**config.mk**
```make
export PLATFORM = sky130hd
export DESIGN_NAME = spi_input_conditioner
export DESIGN_NICKNAME = d
export VERILOG_FILES = /design/src/rtl/spi_input_conditioner.sv
export SDC_FILE = /design/constraint.sdc
export NUM_CORES = 1
export LEC_CHECK = 0
export ABC_AREA = 0
export CAP_MARGIN = 20
export CELL_PAD_IN_SITES_DETAIL_PLACEMENT = 1
export CELL_PAD_IN_SITES_GLOBAL_PLACEMENT = 1
export CORE_ASPECT_RATIO = 2
export CORE_UTILIZATION = 35
export DETAILED_ROUTE_END_ITERATION = 7
export PLACE_DENSITY = 0.61
export RECOVER_POWER = 25
export SLEW_MARGIN = 0
export SYNTH_ARGS = -nofsm -noshare
export SYNTH_HDL_FRONTEND = slang
export SYNTH_SLANG_ARGS = --single-unit
```
**constraint.sdc**
```tcl
create_clock -name clk -period 1.5 [get_ports clk]
set_input_delay 0.3 -clock clk [delete_from_list [all_inputs] [get_ports clk]]
set_output_delay 0.3 -clock clk [all_outputs]
set_load 0.005 [all_outputs]
```
**src/rtl/spi_input_conditioner.sv**
```systemverilog
// SPI slave front end: synchronizes, debounces and edge-detects the raw
// sclk/cs/mosi pins, and captures MOSI on each selected sclk rise.
module spi_input_conditioner #(
  parameter int SYNC_STAGES = 2,
  parameter int WAIT        = 3,
  parameter int CNT_W       = 4
) (
  input  logic clk,
  input  logic rst_n,
  input  logic sclk_pin,
  input  logic cs_pin,
  input  logic mosi_pin,
  output logic sclk_rise,
  output logic sclk_fall,
  output logic cs_cond,
  output logic cs_fall,
  output logic cs_rise,
  output logic mosi_cond,
  output logic mosi_bit,
  output logic mosi_valid
);

  // channel 0 = sclk, 1 = cs, 2 = mosi; cs idles high (deselected)
  localparam logic [2:0] RST_LVL = 3'b010;
  localparam logic [CNT_W-1:0] WAIT_C = CNT_W'(WAIT);

  logic [2:0] pins;
  logic [2:0] synced;
  logic [2:0] cond;
  logic [2:0] rise;
  logic [2:0] fall;
  logic [SYNC_STAGES-1:0] sync_q [3];
  logic [CNT_W-1:0] cnt [3];
  logic cap;

  assign pins = {mosi_pin, cs_pin, sclk_pin};

  always_comb begin
    synced = '0;
    for (int i = 0; i < 3; i++) begin
      synced[i] = sync_q[i][SYNC_STAGES-1];
    end
  end

  always_ff @(posedge clk or negedge rst_n) begin
    if (!rst_n) begin
      for (int i = 0; i < 3; i++) begin
        sync_q[i] <= {SYNC_STAGES{RST_LVL[i]}};
      end
    end else begin
      for (int i = 0; i < 3; i++) begin
        sync_q[i] <= {sync_q[i][SYNC_STAGES-2:0], pins[i]};
      end
    end
  end

  // A new level is accepted only after WAIT+1 consecutive differing samples.
  always_ff @(posedge clk or negedge rst_n) begin
    if (!rst_n) begin
      cond <= RST_LVL;
      rise <= '0;
      fall <= '0;
      for (int i = 0; i < 3; i++) begin
        cnt[i] <= '0;
      end
    end else begin
      rise <= '0;
      fall <= '0;
      for (int i = 0; i < 3; i++) begin
        if (synced[i] == cond[i]) begin
          cnt[i] <= '0;
        end else if (cnt[i] != WAIT_C) begin
          cnt[i] <= cnt[i] + CNT_W'(1);
        end else begin
          cond[i] <= synced[i];
          cnt[i]  <= '0;
          rise[i] <= synced[i];
          fall[i] <= ~synced[i];
        end
      end
    end
  end

  // Registered cond is used, so a same-cycle mosi flip is not seen.
  assign cap = rise[0] & ~cond[1];

  always_ff @(posedge clk or negedge rst_n) begin
    if (!rst_n) begin
      mosi_bit   <= 1'b0;
      mosi_valid <= 1'b0;
    end else begin
      mosi_valid <= cap;
      if (cap) begin
        mosi_bit <= cond[2];
      end
    end
  end

  assign sclk_rise = rise[0];
  assign sclk_fall = fall[0];
  assign cs_cond   = cond[1];
  assign cs_fall   = fall[1];
  assign cs_rise   = rise[1];
  assign mosi_cond = cond[2];

endmodule

```
==> summary.md, run 1 <==
| Metric | Value |
|---|---|
| Status | finished, final reports clean |
| Synth-to-layout area growth | 21.2% |
| Non-filler cells, final | around 120 |
| Worst Skew | 0.00473 ns |
| Critical path data arrival time | 1.13 ns |
| Pin count of the biggest net entering global routing | 28 |
| Setup TNS | 0 ns |
| Clock root buffer | clkbuf_8 |
| Number of H-tree levels | 1 |
| CTS tree | built |
| Placeable Area | 2770 um^2 |
| Syn Inst Count | 74 |
| Fin util | 0.454 |
| Largest family of logic cells by synthesized area | simple AND/OR/NAND/NOR gates |
| Setup WS post-layout | 0.0746 ns |
| IO Port Bufs | 12 |
| Antenna cells | 0 |
| CP max-delay cell | clkdlybuf4s50_1 |
| Achievable Freq | 702 MHz |
| Rows | 27 |
| Layout cells sized above 1 | 0.172 |
| Area leader, netlist | dfrtp_1 |
| Synthesis Warnings | 0 |
| Least-Margin Pin Slew | 0.628 ns |
| Lkg Pwr | between 0.5 and 0.6 nW |
| CTS Sinks | 27 |
| IO Pins | 13 |
| First-pass GRT wire length | 2720 um |
| Detailed-placement wirelength estimate | 1270 um |
| WL/cell | around 13 um |
| Die Y | 79.0 um |
| #FFs+latches synth | 27 |
| Detailed-route DRC error count | 0 |
| Synth Cell Area | 1040 um^2 |
| Clock Tree Buf Depth | 2 |
| Final Cycle Share | 0.950 |
| Synthesized Nets | 82 |
| Synth area leaders | dfrtp_1 (58%), dfstp_2 (7.6%), mux2_2 (4.3%) |
| Worst EP required | 1.20 ns |
| Die width | 40.5 um |
| Syn Area/Cell | 14.0 um^2 |
| GR Util All Layers | 0.121 |
| Setup crit start kind | flop |
| Placed instance area | 1210 um^2 |
| Post-synth top area share | 0.578 |
| Peak supply drop | 931 uV |
| DRT iter0 DRCs | 1 |
| Slew Limit Fails | 0 |
| Compound-gate portion of the synthesized area | 0.0289 |
| Crit. End Element | primary output |
| Crit Path Class | reg -> out |
| Initial DRT Pass Iterations | 2 |
| Vias in the first global route | 620 |
| Final hold vios | 0 |
| Most frequent cells in the layout | dfrtp_1 (24), clkdlybuf4s50_1 (7), a21oi_1 (6) |
| Vias/cell | 5.29 |
| Post-route minimum period | 1.43 ns |
| Post-Synth XOR/XNOR Area | 0.0253 |
| Minimum hold slack | ~0.36 ns |
| PnR Total Power | about 1.8 mW |
| DR vias | 645 |
| Mux cell area share after synthesis | 0.0434 |
| Gpl congestion | 0.646 |
| CP peak stage delay | slightly above 0.5 ns |
| Initial Util | 0.375 |
| Max_cap viols | 0 |
| Grt ovf | 0 |
| Drt total wl | 1630 um |
| Initial antenna violation count | 0 |
| Die Area | 3200 um^2 |
| CP delay by family, top | buffers and inverters |
| Adder-cell share of the synthesized area | 0.0361 |
| Setup Viol. Count Final | 0 |
| Placed insts | 117 |
| Dpl ws | between 0.1 and 0.15 ns |
| Pwr Density | roughly 1500 nW/um^2 |
| CTS clk-pin slew, worst paths | 0.09 ns |
| Crit-path cells | clkdlybuf4s50_1 |
| Crit-path max FO | 2 |
| Sequential cell area fraction in the yosys report | 0.654 |
| Relative slew slack | 0.581 |
| Post-DRT Antenna Nets | 0 |
| Synth Area in Simple Gates | 0.212 |
| Final instance area | 1260 um^2 |
| Min-delay worst type | reg -> reg |
| Buffers plus inverters on the worst setup path | 1 |
| Commonest non-fill, non-tap cell in the layout | dfrtp_1 |
| TritonCTS buffer count | 3 |
| Unrepaired setup endpoints after global routing | false |
| Layout Nets | ~100 |
| R2R Setup Slk | 0.12 ns |
| Clk Latency, worst-skew pair | roughly 0.26 ns |
| Yosys cell types | 18 |
routing by layer:
layer | part of all wire | vias up | global-route usage
li1 | - | 301 | -
met1 | 0.39 | 335 | 0.146
met2 | 0.57 | 7 | 0.202
met3 | 0.026 | 2 | 0.0168
met4 | 0.0080 | 0 | 0.0500
met5 | 0 | - | 0
logic make-up (layout without fill, tap and decap cells):
family / count (synthesis) / in the layout
adder cells (fa/ha/maj): 3 / 3
AO/OA/AOI/OAI: 6 / 6
buffers and inverters: 0 / 19
XOR/XNOR: 3 / 3
multiplexers: 4 / 4
AND/OR/NAND/NOR: 31 / 31
flip-flops: 27 / 27
timing repair:
action                                  CTS  global route
endpoints found under the setup margin    2             0
hold buffers                              0             0
gates resized for setup                   1             0
buffers inserted                          1             0
cells in the mapped netlist:
| cell type | n |
|---|---|
| dfrtp_1 | 24 |
| a21oi_1 | 6 |
| nor3b_1 | 5 |
| mux2_2 | 4 |
| nor2b_1 | 4 |
| dfstp_2 | 3 |
| ha_1 | 3 |
| nand3b_1 | 3 |
| nor2_1 | 3 |
| nor3_1 | 3 |
| nor4_1 | 3 |
| xnor2_1 | 3 |
| and4_1 | 2 |
| nand2b_1 | 2 |
| nor3b_2 | 2 |
| or3b_1 | 2 |
| and4_2 | 1 |
| or2b_1 | 1 |
sequential cells by signal (all words and copies together), names as in the netlist:
signal,flops
fall,2
cnt,12
cond,3
mosi_bit,1
sync_q,6
mosi_valid,1
rise,2
final cells by class:
| class | instances | area (um^2) |
|---|---|---|
| Timing Repair Buffer | 15 | 139 |
| Clock buffer | 4 | 45.0 |
| Fill cell | 299 | 1510 |
| Tap cell | 29 | 36.3 |
| Sequential cell | 27 | 679 |
| Multi-Input combinational cell | 47 | 359 |
where the power goes:
part / leakage (nW) / switching, mW / internal, mW
registers: 0.346 / 0.104 / 0.873
clock network: 0.0228 / 0.202 / 0.190
logic: 0.163 / 0.202 / 0.278
total: 0.532 / 0.509 / 1.34
final timing paths:
| kind | to | from | cells past startpoint |
|---|---|---|---|
| min | sync_q[5]$_DFF_PN0_ | sync_q[4]$_DFF_PN0_ | 0 |
| max | mosi_cond | cond[2]$_DFFE_PN0P_ | 1 |
| min in group asynchronous | cnt[3]$_DFF_PN0_ | rst_n | 2 |
| min reg2reg | sync_q[5]$_DFF_PN0_ | sync_q[4]$_DFF_PN0_ | 0 |
| max reg2reg | cond[0]$_DFFE_PN0P_ | cnt[8]$_DFF_PN0_ | 3 |
| max in group asynchronous | fall[0]$_DFF_PN0_ | rst_n | 2 |
No activity file was read; power rests on OpenSTA's default activity.
==> run 2: changes to the inputs <==
Settings changed: CTS_BUF_LIST from default to sky130_fd_sc_hd__clkbuf_8 sky130_fd_sc_hd__clkbuf_16.
==> summary.md, run 2 (synthesized netlist as in run 1, its figures left out) <==
| Metric | Value |
|---|---|
| Status | finished, final reports clean |
| RR Startpoint | cnt[8]$_DFF_PN0_ |
| Final instance area | between 1000 and 1500 um^2 |
| Met2 WL | 934 um |
| Initial antenna violation count | 0 |
| Setup crit start kind | flop |
| Rows | 27 |
| Min-delay worst type | reg -> reg |
| Clk Latency, worst-skew pair | 0.26 ns |
| Hold EP | sync_q[5]$_DFF_PN0_ |
| Final Cycle Share | 0.951 |
| Routed wl met3 | 42 um |
| Pwr Density | 1460 nW/um^2 |
| Max_cap viols | 0 |
| Clock Tree Buf Depth | 2 |
| Layout cells sized above 1 | 0.172 |
| CTS tree | built |
| Post-route minimum period | 1.43 ns |
| WL/cell | roughly 13 um |
| Buffers plus inverters on the worst setup path | 1 |
| Least-Margin Pin Slew | around 0.63 ns |
| Die width | 40.5 um |
| Antenna cells | 0 |
| DRT iter0 DRCs | 1 |
| Crit Path Class | reg -> out |
| Placeable Area | around 2800 um^2 |
| Number of H-tree levels | 1 |
| Crit-path max FO | 2 |
| CP peak stage delay | 0.51 ns |
| Worst Skew | 0.00441 ns |
| Clock root buffer | clkbuf_8 |
| WHS Path Cells | 0 |
| Critical path data arrival time | 1.13 ns |
| Initial DRT Pass Iterations | 2 |
| Reg2Reg Depth | 3 |
| Setup Viol. Count Final | 0 |
| Crit. End Element | primary output |
| Detailed-route DRC error count | 0 |
| Vias in the first global route | 620 |
| Die Y | 79.0 um |
| Worst EP required | around 1.2 ns |
| Die Area | 3200 um^2 |
| Crit-path cells | clkdlybuf4s50_1 |
| Worst hold start | sync_q[4]$_DFF_PN0_ |
| Synth-to-layout area growth | 21.2% |
| CTS Sinks | 27 |
| Unrepaired setup endpoints after global routing | false |
| CTS clk-pin slew, worst paths | around 0.09 ns |
| CP max-delay cell | clkdlybuf4s50_1 |
| DR vias | 645 |
| Layout Nets | 102 |
| Placed insts | 117 |
| Setup TNS | 0 ns |
| Dpl ws | 0.139 ns |
| Detailed-placement wirelength estimate | 1270 um |
| Setup WS post-layout | 0.0741 ns |
| Pin count of the biggest net entering global routing | 28 |
| R2R Setup Slk | 0.12 ns |
| Achievable Freq | 701 MHz |
| Grt ovf | 0 |
| GR Util All Layers | 0.121 |
| Commonest non-fill, non-tap cell in the layout | dfrtp_1 |
| First-pass GRT wire length | 2720 um |
| Final hold vios | 0 |
| Reg2Reg Capture Point | cond[0]$_DFFE_PN0P_ |
| Fin util | 0.454 |
| Most frequent cells in the layout | dfrtp_1 (24), clkdlybuf4s50_1 (7), a21oi_1 (6) |
| Slew Limit Fails | 0 |
| Placed instance area | 1210 um^2 |
| Vias/cell | 5.29 |
| Lkg Pwr | between 0.5 and 0.6 nW |
| CP delay by family, top | buffers and inverters |
| Post-DRT Antenna Nets | 0 |
| IO Pins | 13 |
| Relative slew slack | 0.581 |
| Initial Util | 0.375 |
| Drt total wl | between 1500 and 2000 um |
| Peak supply drop | 931 uV |
| TritonCTS buffer count | 3 |
| Gpl congestion | 0.646 |
| DR top layer | met4 |
| Most flops, register | cnt |
| Non-filler cells, final | 122 |
| IO Port Bufs | 12 |
| Biggest regs | cnt (12), sync_q (6), cond (3) |
| Number of flip-flops in the largest register | 12 |
| Metal-1 WL | 641 um |
==> run 2: changes by cell type in the layout (fill, tap and decap cells not counted), sizes merged <==
| cell | previous run | this run |
|---|---|---|
| clkbuf | 5 | 4 |
| inv | 0 | 1 |
==> run 2: worst reg2reg max path: cells and delay by family (launching register included) <==
family / cells / cell delay, ns
fa+ha+maj: 1 / 0.21
mux: 1 / 0.37
flops: 1 / 0.40
simple gates: 1 / 0.29
==> run 2: layer usage <==
layer / vias to the layer above / track usage
met1: 335 / 0.146
met5: - / 0
met3: 2 / 0.0168
met2: 7 / 0.202
li1: 301 / -
met4: 0 / 0.0500
==> run 2: how the worst max path moves through the flow <==
stage / start / end / slack [ns] / cells after the start
detailed placement: cnt[8]$_DFF_PN0_ / cond[0]$_DFFE_PN0P_ / 0.14 / 3
floorplan: cnt[8]$_DFF_PN0_ / cond[0]$_DFFE_PN0P_ / 0.25 / 3
CTS: cond[2]$_DFFE_PN0P_ / mosi_cond / 0.05 / 1
finish: cond[2]$_DFFE_PN0P_ / mosi_cond / 0.07 / 1
global placement: cnt[8]$_DFF_PN0_ / cond[0]$_DFFE_PN0P_ / 0.16 / 3
global route: cnt[8]$_DFF_PN0_ / cond[0]$_DFFE_PN0P_ / 0.01 / 3
==> run 2: cell type report <==
cell class                 count  area [um^2]
fill                         299         1510
sequential                    27          679
multi-input combinational     47          359
timing repair buffer          15          139
clock buffer                   3         41.3
tap                           29         36.3
clock inverter                 1         3.75
==> run 2: through the flow <==
stage	hold slack [ns]	power, mW
CTS	0.360	1.89
floorplan	0.00441	1.25
detailed placement	0.340	1.48
global placement	0.335	1.46
finish	0.357	1.84
global route	0.365	1.98
==> run 2: report_power, final <==
group	switching [mW]	leakage [nW]	total (mW)	internal (mW)
registers	0.104	0.346	0.977	0.873
logic	0.202	0.163	0.480	0.278
clock network	0.203	0.0269	0.386	0.183
==> run 2: what timing repair did <==
| action | 4_1_cts | 5_1_grt |
|---|---|---|
| setup endpoints to repair | 2 | 0 |
| hold buffers | 0 | 0 |
| buffers inserted | 1 | 0 |
| resized for setup | 1 | 0 |
==> run 3: changes to the inputs <==
Settings changed: CORE_ASPECT_RATIO 2 to 1.5, SETUP_SLACK_MARGIN from default to 0.02.
Clock period 1.5 ns to 1.6 ns, I/O delays scaled along.
==> summary.md, run 3 (synthesized netlist as in run 1, its figures left out) <==
| Metric | Value |
|---|---|
| Status | finished, final reports clean |
| Relative slew slack | 0.566 |
| Number of H-tree levels | 1 |
| Grt ovf | 0 |
| Die Y | 68.7 um |
| Layout Nets | 101 |
| Setup Viol. Count Final | 0 |
| Peak supply drop | 936 uV |
| Detailed-route DRC error count | 0 |
| Initial Util | 0.380 |
| Vias/cell | 4.75 |
| Gpl congestion | 0.725 |
| Pin count of the biggest net entering global routing | 28 |
| Initial antenna violation count | 0 |
| Unrepaired setup endpoints after global routing | false |
| IO Port Bufs | 12 |
| Worst EP required | roughly 1.3 ns |
| Detailed-placement wirelength estimate | 1270 um |
| Crit. End Element | primary output |
| Clk Latency, worst-skew pair | 0.27 ns |
| Initial DRT Pass Iterations | 2 |
| Post-DRT Antenna Nets | 0 |
| Crit Path Class | reg -> out |
| Vias in the first global route | 649 |
| Final hold vios | 0 |
| TritonCTS buffer count | 3 |
| Lkg Pwr | 0.526 nW |
| Crit. Startpoint | cond[2]$_DFFE_PN0P_ |
| Worst Skew | approximately 0.0074 ns |
| IO Pins | 13 |
| Most flops, register | cnt |
| DR vias | 613 |
| CP peak stage delay | 0.52 ns |
| Number of flip-flops in the largest register | 12 |
| Least-Margin Pin Slew | 0.651 ns |
| Hold-fix buffers at CTS | 0 |
| PnR Total Power | 1.74 mW |
| Die Area | around 3200 um^2 |
| Final Cycle Share | 0.947 |
| Fin util | 0.463 |
| Synth-to-layout area growth | 21.8% |
| Crit-path cells | clkdlybuf4s50_1 |
| Setup crit start kind | flop |
| Clock root buffer | clkbuf_8 |
| CP delay by family, top | buffers and inverters |
| Drt total wl | 1730 um |
| Critical path data arrival time | 1.19 ns |
| Die width | 46.5 um |
| Placeable Area | 2730 um^2 |
| Post-route minimum period | 1.51 ns |
| Worst hold start | sync_q[2]$_DFF_PN1_ |
| Rows | 23 |
| Biggest regs | cnt (12), sync_q (6), cond (3) |
| Pwr Density | ~1400 nW/um^2 |
| First-pass GRT wire length | 3040 um |
| RR Startpoint | cnt[8]$_DFF_PN0_ |
| CTS clk-pin slew, worst paths | 0.10 ns |
| Achievable Freq | 660 MHz |
| Most frequent cells in the layout | dfrtp_1 (24), clkdlybuf4s50_1 (7), a21oi_1 (6) |
| Commonest non-fill, non-tap cell in the layout | dfrtp_1 |
| CP max-delay cell | clkdlybuf4s50_1 |
| Clock Tree Buf Depth | 2 |
| Min-delay worst type | reg -> reg |
| CTS tree | built |
| WL/cell | between 10 and 15 um |
| CTS Sinks | 27 |
| Crit-path max FO | 4 |
| DRT iter0 DRCs | 13 |
| Setup TNS | 0 ns |
| GR Util All Layers | 0.137 |
| Max_cap viols | 0 |
| Minimum hold slack | 0.359 ns |
| Antenna cells | 0 |
| Slew Limit Fails | 0 |
| Buffers plus inverters on the worst setup path | 1 |
| Layout cells sized above 1 | 0.174 |
## run 3: cell count changes in the layout (fill, tap and decap cells not counted)
| cell | change |
|---|---|
| inv_1 | -1 |
| clkinvlp_4 | +1 |
| buf_4 | -1 |
## run 3: power by group
part           internal (mW)  switching, mW  leakage, nW  total (mW)
registers              0.818          0.103        0.346       0.921
logic                  0.246          0.182        0.158       0.428
clock network          0.176          0.211       0.0217       0.387
## run 3: layout make-up
| cell class | instances | area (um^2) |
|---|---|---|
| multi-input combinational | 47 | 359 |
| clock inverter | 1 | 7.51 |
| sequential | 27 | 679 |
| timing repair buffer | 14 | 131 |
| fill | 296 | 1470 |
| clock buffer | 3 | 41.3 |
| tap | 37 | 46.3 |
## run 3: worst register-to-register path, delay by kind of cell, from the launching register on
| kind | cells | cell delay [ns] |
|---|---|---|
| adders and majority gates | 1 | 0.22 |
| DFF | 1 | 0.42 |
| and+or+nand+nor | 1 | 0.30 |
| muxes | 1 | 0.37 |
## run 3: metrics by stage
step                      area (um^2)  std cells  worst slack (ns)
after floorplan                  1040         74             0.346
after global placement           1210        124             0.220
after detailed placement         1210        124             0.203
after CTS                        1270        129            0.0665
after global routing             1260        129            0.0250
final                            1260        129            0.0852
## run 3: routing by layer
layer	track usage	up-vias	share of wire	wire length (um)
met4	0.0662	0	0.010	18
met1	0.184	301	0.47	818
met5	0	-	0	0
li1	-	304	-	-
met2	0.210	6	0.49	848
met3	0.0234	2	0.027	46
## run 3: timing repair
item / in CTS / in global routing
setup endpoints to repair: 1 / 0
setup buffers: 1 / 0
resized for setup: 1 / 0
## run 3: path summary, 6_finish.rpt
check / endpoint / slack, ns / cells past startpoint
setup / recovery: mosi_cond / 0.09 / 1
hold / removal: sync_q[3]$_DFF_PN1_ / 0.36 / 0
setup reg to reg: cond[0]$_DFFE_PN0P_ / 0.19 / 3
max in group asynchronous: cnt[4]$_DFF_PN0_ / 0.57 / 2
min in group asynchronous: cnt[3]$_DFF_PN0_ / 0.60 / 2
hold reg to reg: sync_q[3]$_DFF_PN1_ / 0.36 / 0
